<file path="src/rtl/rom_port_arbiter_if.sv">
// Bus bundle between the two requesters, the arbiter and the memory.
// The arbiter takes the slave view; the requesters and the memory take the master view.
interface rom_port_arbiter_if #(
  parameter int ADDR_W = 32,
  parameter int DATA_W = 32
);
  logic              m0_req;
  logic [ADDR_W-1:0] m0_addr;
  logic              m0_gnt;
  logic              m0_rvalid;
  logic [DATA_W-1:0] m0_rdata;
  logic              m1_req;
  logic              m1_we;
  logic [ADDR_W-1:0] m1_addr;
  logic [DATA_W-1:0] m1_wdata;
  logic              m1_gnt;
  logic              m1_rvalid;
  logic [DATA_W-1:0] m1_rdata;
  logic              mem_en;
  logic              mem_we;
  logic [ADDR_W-1:0] mem_addr;
  logic [DATA_W-1:0] mem_wdata;
  logic [DATA_W-1:0] mem_rdata;

  modport slave (
    input  m0_req, m0_addr,
    input  m1_req, m1_we, m1_addr, m1_wdata,
    input  mem_rdata,
    output m0_gnt, m0_rvalid, m0_rdata,
    output m1_gnt, m1_rvalid, m1_rdata,
    output mem_en, mem_we, mem_addr, mem_wdata
  );

  modport master (
    output m0_req, m0_addr,
    output m1_req, m1_we, m1_addr, m1_wdata,
    output mem_rdata,
    input  m0_gnt, m0_rvalid, m0_rdata,
    input  m1_gnt, m1_rvalid, m1_rdata,
    input  mem_en, mem_we, mem_addr, mem_wdata
  );
endinterface

</file>
<file path="src/rtl/rom_port_arbiter.sv">
// Two-port arbiter for a single-port, one-cycle-latency instruction memory.
// Fetch has priority; a starvation counter forces a loader grant.
module rom_port_arbiter #(
  parameter int ADDR_W     = 32,
  parameter int DATA_W     = 32,
  parameter int STARVE_MAX = 8
) (
  input  logic clk,
  input  logic rstn,
  rom_port_arbiter_if.slave bus
);

  localparam logic [7:0] LP_MAX = 8'(STARVE_MAX);

  logic [7:0]        r_starve;
  logic              r_pend;
  logic              r_owner;
  logic              r_we;
  logic [DATA_W-1:0] r_hold0;
  logic [DATA_W-1:0] r_hold1;

  logic              w_force;
  logic              w_pick0;
  logic              w_pick1;
  logic              w_g0;
  logic              w_g1;
  logic              w_en;
  logic              w_rv0;
  logic              w_rv1;
  logic [DATA_W-1:0] w_d1;

  // Loader wins when starved, otherwise only when fetch is idle.
  assign w_force = bus.m1_req && (r_starve == LP_MAX);
  assign w_pick0 = rstn && bus.m0_req && !w_force;
  assign w_pick1 = rstn && (w_force
                 || (bus.m1_req && !bus.m0_req));

  // One-hot grant decode; no grant while reset is held.
  always_comb begin
    w_g0 = 1'b0;
    w_g1 = 1'b0;
    unique case (1'b1)
      w_pick0: w_g0 = 1'b1;
      w_pick1: w_g1 = 1'b1;
      default: ;
    endcase
  end

  assign w_en = w_g0 | w_g1;

  assign bus.m0_gnt    = w_g0;
  assign bus.m1_gnt    = w_g1;
  assign bus.mem_en    = w_en;
  assign bus.mem_we    = w_g1 & bus.m1_we;
  assign bus.mem_addr  = w_g1 ? bus.m1_addr
                              : bus.m0_addr;
  assign bus.mem_wdata = w_g1 ? bus.m1_wdata
                              : '0;

  // Count consecutive loader losses, saturating at the threshold.
  always_ff @(posedge clk or negedge rstn) begin
    if (!rstn) begin
      r_starve <= '0;
    end else if (!bus.m1_req || w_g1) begin
      r_starve <= '0;
    end else if (r_starve != LP_MAX) begin
      r_starve <= r_starve + 8'd1;
    end
  end

  // Remember who owns the data returning next cycle.
  always_ff @(posedge clk or negedge rstn) begin
    if (!rstn) begin
      r_pend  <= 1'b0;
      r_owner <= 1'b0;
      r_we    <= 1'b0;
    end else begin
      r_pend  <= w_en;
      r_owner <= w_g1;
      r_we    <= w_g1 & bus.m1_we;
    end
  end

  assign w_rv0 = r_pend & ~r_owner;
  assign w_rv1 = r_pend & r_owner;
  assign w_d1  = r_we ? '0 : bus.mem_rdata;

  // Keep the last delivered word visible between responses.
  always_ff @(posedge clk or negedge rstn) begin
    if (!rstn) begin
      r_hold0 <= '0;
      r_hold1 <= '0;
    end else begin
      if (w_rv0) r_hold0 <= bus.mem_rdata;
      if (w_rv1) r_hold1 <= w_d1;
    end
  end

  assign bus.m0_rvalid = w_rv0;
  assign bus.m1_rvalid = w_rv1;
  assign bus.m0_rdata  = w_rv0 ? bus.mem_rdata
                               : r_hold0;
  assign bus.m1_rdata  = w_rv1 ? w_d1 : r_hold1;

endmodule

</file>
<file path="src/flat_wrapper.sv">
// flat-port wrapper written by rule: the top's interface ports become plain ports
module rom_port_arbiter_flat 
#(
  parameter int ADDR_W     = 32,
  parameter int DATA_W     = 32,
  parameter int STARVE_MAX = 8
)
  (clk, rstn, bus_m0_req, bus_m0_addr, bus_m1_req, bus_m1_we, bus_m1_addr, bus_m1_wdata, bus_mem_rdata, bus_m0_gnt, bus_m0_rvalid, bus_m0_rdata, bus_m1_gnt, bus_m1_rvalid, bus_m1_rdata, bus_mem_en, bus_mem_we, bus_mem_addr, bus_mem_wdata);
  rom_port_arbiter_if #(.ADDR_W(ADDR_W), .DATA_W(DATA_W)) bus_i ();
  input  logic clk;
  input  logic rstn;
  input wire logic [$bits(bus_i.m0_req)-1:0] bus_m0_req;
  input wire logic [$bits(bus_i.m0_addr)-1:0] bus_m0_addr;
  input wire logic [$bits(bus_i.m1_req)-1:0] bus_m1_req;
  input wire logic [$bits(bus_i.m1_we)-1:0] bus_m1_we;
  input wire logic [$bits(bus_i.m1_addr)-1:0] bus_m1_addr;
  input wire logic [$bits(bus_i.m1_wdata)-1:0] bus_m1_wdata;
  input wire logic [$bits(bus_i.mem_rdata)-1:0] bus_mem_rdata;
  output wire logic [$bits(bus_i.m0_gnt)-1:0] bus_m0_gnt;
  output wire logic [$bits(bus_i.m0_rvalid)-1:0] bus_m0_rvalid;
  output wire logic [$bits(bus_i.m0_rdata)-1:0] bus_m0_rdata;
  output wire logic [$bits(bus_i.m1_gnt)-1:0] bus_m1_gnt;
  output wire logic [$bits(bus_i.m1_rvalid)-1:0] bus_m1_rvalid;
  output wire logic [$bits(bus_i.m1_rdata)-1:0] bus_m1_rdata;
  output wire logic [$bits(bus_i.mem_en)-1:0] bus_mem_en;
  output wire logic [$bits(bus_i.mem_we)-1:0] bus_mem_we;
  output wire logic [$bits(bus_i.mem_addr)-1:0] bus_mem_addr;
  output wire logic [$bits(bus_i.mem_wdata)-1:0] bus_mem_wdata;
  assign bus_i.m0_req = bus_m0_req;
  assign bus_i.m0_addr = bus_m0_addr;
  assign bus_i.m1_req = bus_m1_req;
  assign bus_i.m1_we = bus_m1_we;
  assign bus_i.m1_addr = bus_m1_addr;
  assign bus_i.m1_wdata = bus_m1_wdata;
  assign bus_i.mem_rdata = bus_mem_rdata;
  assign bus_m0_gnt = bus_i.m0_gnt;
  assign bus_m0_rvalid = bus_i.m0_rvalid;
  assign bus_m0_rdata = bus_i.m0_rdata;
  assign bus_m1_gnt = bus_i.m1_gnt;
  assign bus_m1_rvalid = bus_i.m1_rvalid;
  assign bus_m1_rdata = bus_i.m1_rdata;
  assign bus_mem_en = bus_i.mem_en;
  assign bus_mem_we = bus_i.mem_we;
  assign bus_mem_addr = bus_i.mem_addr;
  assign bus_mem_wdata = bus_i.mem_wdata;
  rom_port_arbiter #(.ADDR_W(ADDR_W), .DATA_W(DATA_W), .STARVE_MAX(STARVE_MAX)) u_core (.clk(clk), .rstn(rstn), .bus(bus_i));
endmodule
</file>
<file path="config.mk">
export PLATFORM = sky130hd
export DESIGN_NAME = rom_port_arbiter_flat
export DESIGN_NICKNAME = d
export VERILOG_FILES = /design/src/rtl/rom_port_arbiter_if.sv /design/src/rtl/rom_port_arbiter.sv /design/src/flat_wrapper.sv
export SDC_FILE = /design/constraint.sdc
export NUM_CORES = 1
export LEC_CHECK = 0
export BUFFER_PORTS_ARGS = -buffer_cell sky130_fd_sc_hd__buf_2
export CAP_MARGIN = 15
export CORE_MARGIN = 8
export CORE_UTILIZATION = 43
export DETAILED_ROUTE_END_ITERATION = 8
export PLACE_DENSITY = 0.8
export SLEW_MARGIN = 20
export SYNTH_ARGS = -nofsm -noshare
export SYNTH_HDL_FRONTEND = slang
export SYNTH_SLANG_ARGS = --single-unit
</file>
<file path="constraint.sdc">
create_clock -name clk -period 2.7 [get_ports clk]
set_input_delay 0.27 -clock clk [delete_from_list [all_inputs] [get_ports clk]]
set_output_delay 0.27 -clock clk [all_outputs]
set_load 0.01 [all_outputs]
</file>
# Word-level counts from Yosys, hierarchy flattened
# Index checks and enable logic that the tools add are counted.
[totals]
ff_bits = 75
input_bits = 133
[op_classes]
eq_ne = 2
muxes = 9
reduce_logical = 11
addsub = 1
bitwise = 5
[ops]
columns = ["op", "count"]
rows = [
  ["two-way mux 32 bit", 5],
  ["two-way mux 8 bit", 2],
  ["adder 8 x 1 -> 8 bit (second input constant)", 1],
  ["equality test 8 x 4 -> 1 bit (second input constant)", 1],
  ["inequality test 8 x 4 -> 1 bit (second input constant)", 1],
  ["logical AND 1 bit", 5],
  ["bitwise AND 1 bit", 3],
  ["logical NOT 1 bit", 3],
  ["logical OR 1 bit", 2],
  ["two-way mux 1 bit", 2],
  ["nonzero test 2 bit", 1],
  ["NOT 1 bit", 1],
  ["OR 1 bit", 1],
]

# Depth between registers and ports, before layout
[depth]
word_depth = 7
mapped_depth = 7
mapped_depth_nobuf = 5

# Least setup slack after synthesis
# No wires, ideal clock.
[synth_path]
kind = "reg-to-output"
startpoint = "register u_core.r_starve[0]"
endpoint = "output bus_m1_gnt"
stages_incl_launch_ff = 7
t_required_ps = 2430
arrival_ps = 1841
path_slack_ps = 589
cell_sequence = "dfrtp_1 > inv_1 > ha_1 > or4b_4 > o21a_1 > clkbuf_1 > nor3_1"
[synth_between]
elab_chain_cells = 5
[synth_lines]
columns = ["element", "line", "text"]
rows = [
  ["start, declared", "rom_port_arbiter.sv:15", "logic [7:0] r_starve;"],
  ["start signal, assigned", "rom_port_arbiter.sv:67", "r_starve <= r_starve + 8'd1;"],
  ["equality test 8 x 4 -> 1 bit", "rom_port_arbiter.sv:33", "assign w_force = bus.m1_req && (r_starve == LP_MAX);"],
  ["logical AND 1 bit", "rom_port_arbiter.sv:33", ""],
  ["logical OR 1 bit", "rom_port_arbiter.sv:36", "|| (bus.m1_req && !bus.m0_req));"],
  ["logical AND 1 bit", "rom_port_arbiter.sv:35", "assign w_pick1 = rstn && (w_force"],
  ["two-way mux 1 bit", "rom_port_arbiter.sv:42", "unique case (1'b1)"],
  ["end, declared", "flat_wrapper.sv:22", "output wire logic [$bits(bus_i.m1_gnt)-1:0] bus_m1_gnt;"],
]
# No other way between the ends.

# Worst setup path after layout
[layout_path]
startpoint = "register u_core.r_starve[0]"
endpoint = "output bus_mem_addr[11]"
[layout_between]
elab_chain_cells = 6
[layout_lines]
columns = ["element", "line", "text"]
rows = [
  ["equality test 8 x 4 -> 1 bit", "rom_port_arbiter.sv:33", ""],
  ["logical AND 1 bit", "rom_port_arbiter.sv:33", ""],
  ["logical OR 1 bit", "rom_port_arbiter.sv:36", ""],
  ["logical AND 1 bit", "rom_port_arbiter.sv:35", ""],
  ["two-way mux 1 bit", "rom_port_arbiter.sv:42", ""],
  ["two-way mux 32 bit", "rom_port_arbiter.sv:55", "assign bus.mem_addr = w_g1 ? bus.m1_addr"],
  ["end, declared", "flat_wrapper.sv:27", "output wire logic [$bits(bus_i.mem_addr)-1:0] bus_mem_addr;"],
]
# No other way between the ends.

==> qor.yml <==
timing:
  max_slew.worst_pin.slew_ns: 0.816
  fmax_mhz: 384
  clock-skew-final_ns: 0.0125
  part_of_the_cycle_the_worst_path_needs_pct: 96.5
  final_hold_viol_count: 0
  finalSetupViolations: 0
  finalSetupTns_ns: 0
  period_needed_ns: 2.61
  slew_violations: 0
  timing.max_slew.rel_slack_pct: 45.6
finish:
  layout_stage_area_growth_over_the_synthesis_result_pct: 42.5
  finish.net_count: 844
  layout-drive-gt1-share_pct: 47.6
  layout.cell_area.non_filler_um2: 5970
run_status:
  outcome: "finished clean"
logic_synthesis:
  synthesis.instances: 462
  seq_area_frac_synth_pct: 44.8
  synth_warnings: 0
  synth.top_cells.by_area: "sky130_fd_sc_hd__dfrtp_1, sky130_fd_sc_hd__o211ai_1, sky130_fd_sc_hd__mux2_2"
  synth.distinct_cells: 30
  synth_largest_type_area_fraction_pct: 44.8
  post_synth.cell_area_avg_um2: 9.07
  synth-seq-cells: 75
  largest_area_contributor_in_the_synthesized_netlist: "sky130_fd_sc_hd__dfrtp_1"
  synth_area_um2: 4190
  net_count_of_the_mapped_netlist: 597
critical_path:
  critical_path.cell_chain: "inv_2, ha_4, or4b_4, o21a_4, buf_12, o211ai_1, buf_2"
  path_class: "flop to output port"
  reg2reg_depth: 6
  worst-path-buf-inv: 3
  worst_ep_required_time_ns: 2.43
  worst-endpoint-arrival_ns: 2.34
  cp_num_cells: 7
  worst_path_dominant_cell_family: "simple AND/OR/NAND/NOR gates"
  kind_of_capture_point_of_the_worst_setup_path: "output port"
  critical_path.max_fanout: 16
  rr_endpoint: "u_core.r_starve[0]"
  worst_setup_path_startpoint: "u_core.r_starve[0]"
  critical_path_startpoint_category: "flop"
  worst_r2r_startpoint: "u_core.r_starve[0]"
  r2r_slack_ns: 0.54
  timing.critical_path.slowest_stage_cell: "sky130_fd_sc_hd__or4b_4"
  worst_path_largest_cell_delay_ns: 0.52
  worst_setup_path_endpoint: "bus_mem_addr[11]"
clock_tree:
  cts_num_sinks: 75
  clk_root_buffer_cell: "sky130_fd_sc_hd__clkbuf_8"
  cts_htree_levels: 3
  tritoncts_clock_tree: "yes"
  cts-buffers-inserted: 9
  clk_latency_ns: 0.34
  clk_path_buf_depth: 2
  cts.reportedPaths.clkPinSlew_ns: 0.08
routing:
  detail_route.wl_per_cell_um: 17.9
  vias_per_cell: 5.30
  detail-route-antenna-nets: 0
  drc: 0
  drtIter0Drc: 258
  vias: 4491
  drtPass1Iterations: 5
  totalWireLength_um: 15200
place:
  hpwl_dp_um: 11700
  dpl-instance-area_um2: 5630
  place_congestion: 0.942
  port_buffers: 266
pwr:
  switchingPower_w: 0.00107
  clkPwrFrac_pct: 27.1
  vdd.ir_drop.worst_mv: 0.330
  power.internal_w: 0.00219
  p_leak_nw: 3.04
  seq_power_share_pct: 41.9
  pwr-share-comb_pct: 31.0
  powerDensity_nw_per_um2: 546
  power.switching_fraction_pct: 32.7
die:
  die_wd_um: 115
  area_of_the_die_um2: 13200
  top_level_ports: 267
  die-height_um: 115
  fp.coreArea_um2: 9590
  fp-row-count: 36
  initial_utilization_pct: 43.7
run:
  drv_cap: 0
grt:
  first_global_vias: 4694
  grt_pass1_wl_um: 23200
  antenna_found_initial: 1
  globalRoute.totalOverflow: 0
  track_usage_pct: 21.9
  pin_count_of_the_biggest_net_entering_global_routing: 67
min_path:
  hold_class: "primary input to flop"
cells by family (layout without fill, tap and decap cells):
logic type	Yosys count	after routing	synth area share, %
adders and majority gates	2	2	0.597
and+or+nand+nor	152	153	18.7
xor gates and xnor gates	2	2	0.418
other	0	1	0
AOI/OAI and AO/OA	145	145	21.8
buffers and inverters	54	305	5.08
DFF	75	75	44.8
muxes	32	32	8.60
synthesized netlist by cell type:
library cell	count
sky130_fd_sc_hd__clkbuf_1	45
sky130_fd_sc_hd__nand2b_1	33
sky130_fd_sc_hd__dfrtp_1	75
sky130_fd_sc_hd__nor2_1	2
sky130_fd_sc_hd__buf_2	1
sky130_fd_sc_hd__o211ai_1	66
sky130_fd_sc_hd__nor2b_1	2
sky130_fd_sc_hd__a221oi_1	3
sky130_fd_sc_hd__nand3_1	4
sky130_fd_sc_hd__and2_1	1
sky130_fd_sc_hd__nor3_1	1
sky130_fd_sc_hd__or3b_2	1
sky130_fd_sc_hd__ha_1	2
sky130_fd_sc_hd__o21a_1	1
sky130_fd_sc_hd__nand4_1	1
sky130_fd_sc_hd__nand2_1	68
sky130_fd_sc_hd__xor2_1	2
sky130_fd_sc_hd__o311a_1	1
sky130_fd_sc_hd__a211oi_1	2
sky130_fd_sc_hd__o21ai_1	1
sky130_fd_sc_hd__and3_1	33
sky130_fd_sc_hd__a21oi_1	3
sky130_fd_sc_hd__mux2_2	32
sky130_fd_sc_hd__or4_1	2
sky130_fd_sc_hd__buf_6	1
sky130_fd_sc_hd__clkbuf_2	1
sky130_fd_sc_hd__or4b_4	1
sky130_fd_sc_hd__or3_1	3
sky130_fd_sc_hd__inv_1	6
sky130_fd_sc_hd__o21ai_0	68
state kept, by name, summed over array words and instances (netlist names):
register / count
u_core.r_hold0: 32
u_core.r_hold1: 32
u_core.r_owner: 1
u_core.r_pend: 1
u_core.r_starve: 8
u_core.r_we: 1
cells in the final DEF, fill, tap and decap left out, drive strengths merged, types with 2 or more instances in the layout:
cell      count
buf         281
dfrtp        75
o21ai        69
nand2        68
o211ai       66
and3         33
nand2b       33
mux2         32
clkbuf       10
inv           9
nand3         4
or3           3
a221oi        3
a21oi         3
nor2          2
xor2          2
a211oi        2
or4           2
clkinvlp      2
or4b          2
nor2b         2
ha            2
metrics by stage:
stage | std cells | hold slack, ns | setup WS, ns | power (W) | utilization, %
floorplan | 462 | -0.0256 | 0.589 | 0.00189 | -
global placement | 824 | 0.141 | 0.368 | 0.00234 | 58.7
detailed placement | 824 | 0.146 | 0.258 | 0.00238 | 58.7
CTS | 843 | 0.168 | 0.00935 | 0.00328 | 61.3
global route | 848 | 0.169 | -0.0185 | 0.00346 | 62.2
finish | 848 | 0.183 | 0.0936 | 0.00326 | 62.2
routing by layer:
| layer | up-vias | GRT usage [%] | share of wire (%) |
|---|---|---|---|
| met3 | 26 | 7.54 | 9.0 |
| met2 | 202 | 39.2 | 52 |
| met4 | 0 | 8.41 | 2.5 |
| met5 | - | 0 | 0 |
| met1 | 2103 | 23.3 | 37 |
| li1 | 2160 | - | - |
worst min-delay path by stage:
| stage | slack, ns | cells after the start | startpoint | endpoint |
|---|---|---|---|---|
| floorplan | -0.03 | 0 | rstn | u_core.r_hold0[0] |
| global placement | 0.14 | 1 | rstn | u_core.r_starve[4] |
| detailed placement | 0.15 | 1 | rstn | u_core.r_starve[3] |
| CTS | 0.17 | 3 | bus_m1_req | u_core.r_starve[2] |
| global route | 0.17 | 2 | bus_mem_rdata[21] | u_core.r_hold0[21] |
| finish | 0.18 | 3 | bus_m1_req | u_core.r_starve[2] |
tightest hold or removal path, delay by kind of cell:
| family | cells | cell delay (ns) |
|---|---|---|
| buf+inv | 1 | 0.12 |
| simple gates | 1 | 0.06 |
| compound gates | 1 | 0.03 |
repair_timing:
| item | in CTS | in global routing |
|---|---|---|
| pin swaps | 1 | 2 |
| setup buffers | 1 | 3 |
| resized for setup | 3 | 7 |
| hold buffers | 1 | 0 |
| hold endpoints to repair | 9 | 0 |
| gates cloned | 1 | 1 |
| endpoints found under the setup margin | 61 | 62 |
power groups by stage:
stage | logic [W] | clock network [W] | registers (W)
after floorplan | 0.000518 | 0 | 0.00137
after global placement | 0.000961 | 0 | 0.00138
after detailed placement | 0.000990 | 0 | 0.00139
after CTS | 0.00100 | 0.000908 | 0.00137
after global routing | 0.00111 | 0.000967 | 0.00139
final | 0.00101 | 0.000884 | 0.00137
cell type report:
class	count	area (um^2)
inverter	6	22.5
fill	820	3630
timing repair buffer	283	1540
antenna	1	2.50
clock inverter	7	85.1
tap	133	166
sequential	75	1880
multi-input combinational	334	2150
clock buffer	9	124
Note: power is estimated with default switching activity, not from simulation.
